$ cat src/rtl/fsm_prob_b_driver.sv
// Drives a 4-state FSM (A..D) toward a requested target state using a shadow model of that FSM.
// Optional {x,y} consistency checking is enabled by defining FSM_PROB_B_DRIVER_CHECK_EN.
module fsm_prob_b_driver (
  input  logic       clk,
  input  logic       rstn,
  input  logic       req_valid,
  input  logic [1:0] req_state,
  output logic       req_ready,
  output logic       i,
  output logic       j,
  input  logic       x,
  input  logic       y,
  output logic       done,
  output logic       err
);

  localparam int unsigned SW = 2;

  localparam logic [SW-1:0] ST_A = SW'(0);
  localparam logic [SW-1:0] ST_B = SW'(1);
  localparam logic [SW-1:0] ST_C = SW'(2);
  localparam logic [SW-1:0] ST_D = SW'(3);

  typedef enum logic {
    CTL_IDLE = 1'b0,
    CTL_BUSY = 1'b1
  } ctl_e;

  ctl_e          ctl_q, ctl_d;
  logic [SW-1:0] s_q, s_d;
  logic [SW-1:0] t_q, t_d;

  // Transition function of the driven FSM, mirrored so S tracks it edge for edge
  function automatic logic [SW-1:0] fsm_next(input logic [SW-1:0] s, input logic ii, input logic jj);
    logic [SW-1:0] n;
    n = s;
    case (s)
      ST_A:    n = ii ? ST_B : ST_A;
      ST_B:    n = ii ? ST_C : ST_D;
      ST_C:    n = ii ? ST_B : (jj ? ST_C : ST_D);
      default: n = ii ? ST_D : (jj ? ST_C : ST_A);
    endcase
    return n;
  endfunction

  // Input code that keeps the driven FSM where it is (B has no self-loop; it drifts to C)
  function automatic logic [1:0] hold_code(input logic [SW-1:0] s);
    logic [1:0] c;
    c = 2'b00;
    case (s)
      ST_A:    c = 2'b00;
      ST_B:    c = 2'b10;
      ST_C:    c = 2'b01;
      default: c = 2'b10;
    endcase
    return c;
  endfunction

  // First hop of a shortest path from s to t (s != t)
  function automatic logic [1:0] hop_code(input logic [SW-1:0] s, input logic [SW-1:0] t);
    logic [1:0] c;
    c = 2'b00;
    case (s)
      ST_A:    c = 2'b10;
      ST_B:    c = (t == ST_C) ? 2'b10 : 2'b00;
      ST_C:    c = (t == ST_B) ? 2'b10 : 2'b00;
      default: c = (t == ST_C) ? 2'b01 : 2'b00;
    endcase
    return c;
  endfunction

  // State register
  always_ff @(posedge clk or negedge rstn) begin
    if (!rstn) begin
      ctl_q <= CTL_IDLE;
      s_q   <= ST_A;
      t_q   <= ST_A;
    end else begin
      ctl_q <= ctl_d;
      s_q   <= s_d;
      t_q   <= t_d;
    end
  end

  // Next-state logic
  always_comb begin
    ctl_d = ctl_q;
    t_d   = t_q;
    s_d   = fsm_next(s_q, i, j);
    case (ctl_q)
      CTL_IDLE: begin
        if (req_valid) begin
          t_d   = req_state;
          ctl_d = CTL_BUSY;
        end
      end
      default: begin
        if (s_q == t_q) ctl_d = CTL_IDLE;
      end
    endcase
  end

  // Output logic: stimulus is combinational from S and T so it lands on the same edge
  always_comb begin
    req_ready = 1'b0;
    done      = 1'b0;
    {i, j}    = hold_code(s_q);
    case (ctl_q)
      CTL_IDLE: req_ready = 1'b1;
      default: begin
        if (s_q == t_q) done   = 1'b1;
        else            {i, j} = hop_code(s_q, t_q);
      end
    endcase
  end

`ifdef FSM_PROB_B_DRIVER_CHECK_EN
  // Expected {x,y} per state; C and D share a code
  function automatic logic [1:0] exp_xy(input logic [SW-1:0] s);
    logic [1:0] c;
    c = 2'b10;
    case (s)
      ST_A:    c = 2'b11;
      ST_B:    c = 2'b01;
      default: c = 2'b10;
    endcase
    return c;
  endfunction

  logic err_q;

  always_ff @(posedge clk or negedge rstn) begin
    if (!rstn)                       err_q <= 1'b0;
    else if ({x, y} != exp_xy(s_q))  err_q <= 1'b1;
  end

  assign err = err_q;
`else
  logic unused_xy;
  assign unused_xy = x ^ y;
  assign err       = 1'b0;
`endif

endmodule

$ cat config.mk
export PLATFORM = sky130hd
export DESIGN_NAME = fsm_prob_b_driver
export DESIGN_NICKNAME = d
export VERILOG_FILES = /design/src/rtl/fsm_prob_b_driver.sv
export SDC_FILE = /design/constraint.sdc
export NUM_CORES = 1
export LEC_CHECK = 0
export CORE_AREA = 2 2 39 41
export DETAILED_ROUTE_END_ITERATION = 16
export DIE_AREA = 0 0 41 43
export DONT_BUFFER_PORTS = 1
export GPL_TIMING_DRIVEN = 0
export SLEW_MARGIN = 20
export SYNTH_ARGS = -nofsm -noshare
export SYNTH_HDL_FRONTEND = slang
export SYNTH_SLANG_ARGS = --single-unit
$ cat constraint.sdc
create_clock -name clk -period 1.5 [get_ports clk]
set_input_delay 0.3 -clock clk [delete_from_list [all_inputs] [get_ports clk]]
set_output_delay 0.3 -clock clk [all_outputs]
set_load 0.05 [all_outputs]
==> flow_summary_export.csv <==
group,metric,value,unit
finish,utilization,36.9,%
logic_synthesis,synth-edff-count,0,
floorplanning,die_y,43,µm
timing,fin_ws,-0.284,ns
timing,rsz0062_at_grt,"true",
finish,nFillCells,139,
clock_tree,cts_tree,"done",
routing,detail_route.wl_per_cell,12.1,µm
logic_synthesis,ys_top_cells_by_area,"dfrtp_1 (34%), mux2_2 (6.1%), buf_2 (5.5%)",
clock_tree,clk_pin_slew,0.05,ns
grt,grt-ovfl-total,0,
timing,fmaxAchievable,560,MHz
job,drv_cap,0,
clock_tree,cts_buffers,3,
critical_path,cp_slowest_stage_delay,0.53,ns
logic_synthesis,syn-instance-count,41,
min_path,min_path_cells,2,
routing,drc,0,
routing,num_vias,321,
grt,grt_max_degree,11,
finish,num_antenna_cells,0,
floorplanning,floorplan.initialDensity,26.5,%
clock_tree,cts_buffer_depth,2,
critical_path,crit_buf_inv,1,
grt,grt_usage,12.3,%
clock_tree,cts.sinks,5,
timing,worst_slew_pin_slew,0.587,ns
min_path,hold_class,"in -> reg",
logic_synthesis,yosysTopAreaCellShare,34.1,%
timing,setup_viol,2,
logic_synthesis,syn_nets,48,
logic_synthesis,synthTopCellsByCount,"dfrtp_1 (5), buf_2 (4), nor2_1 (4)",
logic_synthesis,synth_area,367,µm²
outcome,outcome,"finished, violations left",
critical_path,critPathTopFamily,"compound AO/OA/AOI/OAI gates",
logic_synthesis,synth.most_common_cell,"dfrtp_1",
placement,gp_congestion,0.774,
logic_synthesis,yosysWarnings,0,
floorplanning,die-area,1760,µm²
critical_path,r2r_cells,5,
critical_path,critPathMaxFanout,7,
logic_synthesis,avgSynthCellArea,8.94,µm²
timing,slew_viol_final,0,
clock_tree,h-tree-depth,1,
clock_tree,cts_root_buf,"clkbuf_4",
finish,area_delta_synth_final,39.2,%
finish,nets,59,
routing,routed_via_density,4.79,
timing,finalCriticalPeriod,1.78,ns
routing,detail-route-antenna-nets,0,
critical_path,worst_ep_arrival_time,1.48,ns
placement,hpwl,475,µm
critical_path,regToRegStartpoint,"s_q[0]",
logic_synthesis,ys_seq_elements,5,
critical_path,cp-startpoint,"t_q[1]",
critical_path,path_cells,"buf_6 > nand4b_1 > o21ai_2 > a211oi_4",
timing,relSlewSlack,60.8,%
critical_path,crit_required,1.20,ns
logic_synthesis,synth.yosys.seq_area_share,34.1,%
critical_path,rr_endpoint,"s_q[1]",
routing,drt_iter0_markers,11,
floorplanning,die_x,41,µm
timing,fin_crit_sh,119,%
floorplanning,fp-row-count,14,
logic_synthesis,yosysTopAreaCell,"dfrtp_1",
floorplanning,core_area,1380,µm²
timing,hold_slack,0.186,ns
logic_synthesis,ys.flop_type,"dfrtp_1",
finish,drive_gt1_share,49.0,%
critical_path,cp-start-kind,"flop",
logic_synthesis,async_flop_share,100,%
clock_tree,clk-insertion-delay-late,0.24,ns
timing,timing.final.hold_violations,0,
critical_path,crit_type,"reg -> out",
critical_path,cp-end-kind,"primary output",
critical_path,slowest_stage,"a211oi_4",
min_path,hold_end,"ctl_q",
outcome,violations,"negative setup slack",
critical_path,reg2reg_slack,0.08,ns
floorplanning,ios,12,
grt,grt_pass1_vias,305,
routing,first_pass_iters,4,
grt,antenna_found_initial,0,
grt,grt_pass1_wl,1450,µm
min_path,hp-start,"req_valid",
placement,io_buffers,0,
routing,totalWireLength,809,µm
timing,fin_skew,0.00753,ns
logic_synthesis,ys_types,26,
==> how the worst max path moves through the flow <==
stage                     depth (start not counted)  slack, ns  end
after global routing                              4      -0.34    i
after CTS                                         4      -0.26    i
after global placement                            4      -0.15    i
final                                             4      -0.28    i
after detailed placement                          4      -0.14    i
after floorplan                                   4      -0.09    i
==> kinds of logic after synthesis <==
family | synth area share, %
XOR/XNOR | 4.78
other | 1.02
flip-flops | 34.1
AO/OA/AOI/OAI | 11.6
multiplexers | 13.0
AND/OR/NAND/NOR | 23.9
buffers and inverters | 11.6
==> cell type report <==
type / instances / area, µm² / share of cell area (%)
multi-input cells: 29 / 229 / 44.9
flip-flops and latches: 5 / 128 / 25.0
repair buffers: 8 / 60.1 / 11.8
plain buffers: 4 / 41.3 / 8.09
clock buffers: 4 / 26.3 / 5.15
well taps: 16 / 20.0 / 3.92
inverters: 1 / 6.26 / 1.23
==> through the flow <==
step	std cells	worst slack, ns	TNS [ns]	area (µm²)
4_1_cts	67	-0.264	-0.483	509
2_1_floorplan	41	-0.0938	-0.0938	390
5_1_grt	67	-0.338	-0.660	510
6_report	67	-0.284	-0.493	510
3_3_place_gp	57	-0.147	-0.171	410
3_5_place_dp	57	-0.145	-0.166	410
==> placed cells by master, fill, tap and decap left out, drive strengths merged, types with 2 or more instances in the layout <==
cell,netlist,routed
a21oi,2,2
buf,6,10
clkbuf,0,5
dfrtp,5,5
mux2,3,3
nand2,2,2
nor2,4,4
o21ai,2,2
xor2,2,2
==> worst register-to-register path: cells and delay by family (launching register included) <==
family	cells	cell delay, ns
DFF	1	0.42
buffers and inverters	2	0.30
muxes	1	0.26
and+or+nand+nor	2	0.32
==> per-layer routing <==
metal | vias to the layer above | track usage (%) | wire [µm] | part of all wire, %
met5 | - | 0 | 0 | 0
met4 | 0 | 4.00 | 0 | 0
met3 | 0 | 4.71 | 32 | 4.0
met2 | 8 | 18.1 | 431 | 53
met1 | 153 | 16.2 | 345 | 43
li1 | 160 | - | - | -
==> flip-flops by register name, indices dropped and copies added, names as in the netlist <==
register / flops
s_q: 2
t_q: 2
ctl_q: 1
==> timing repair <==
action                                  in CTS  in global routing
gates resized for setup                     12                  1
hold buffers                                 1                  0
setup buffers                                7                  0
hold endpoints to repair                     5                  0
endpoints found under the setup margin       3                  4
pin swaps                                    3                  0
Power is not shown: default switching activity piles up to over one toggle a cycle in this logic, so the estimate is an artifact.
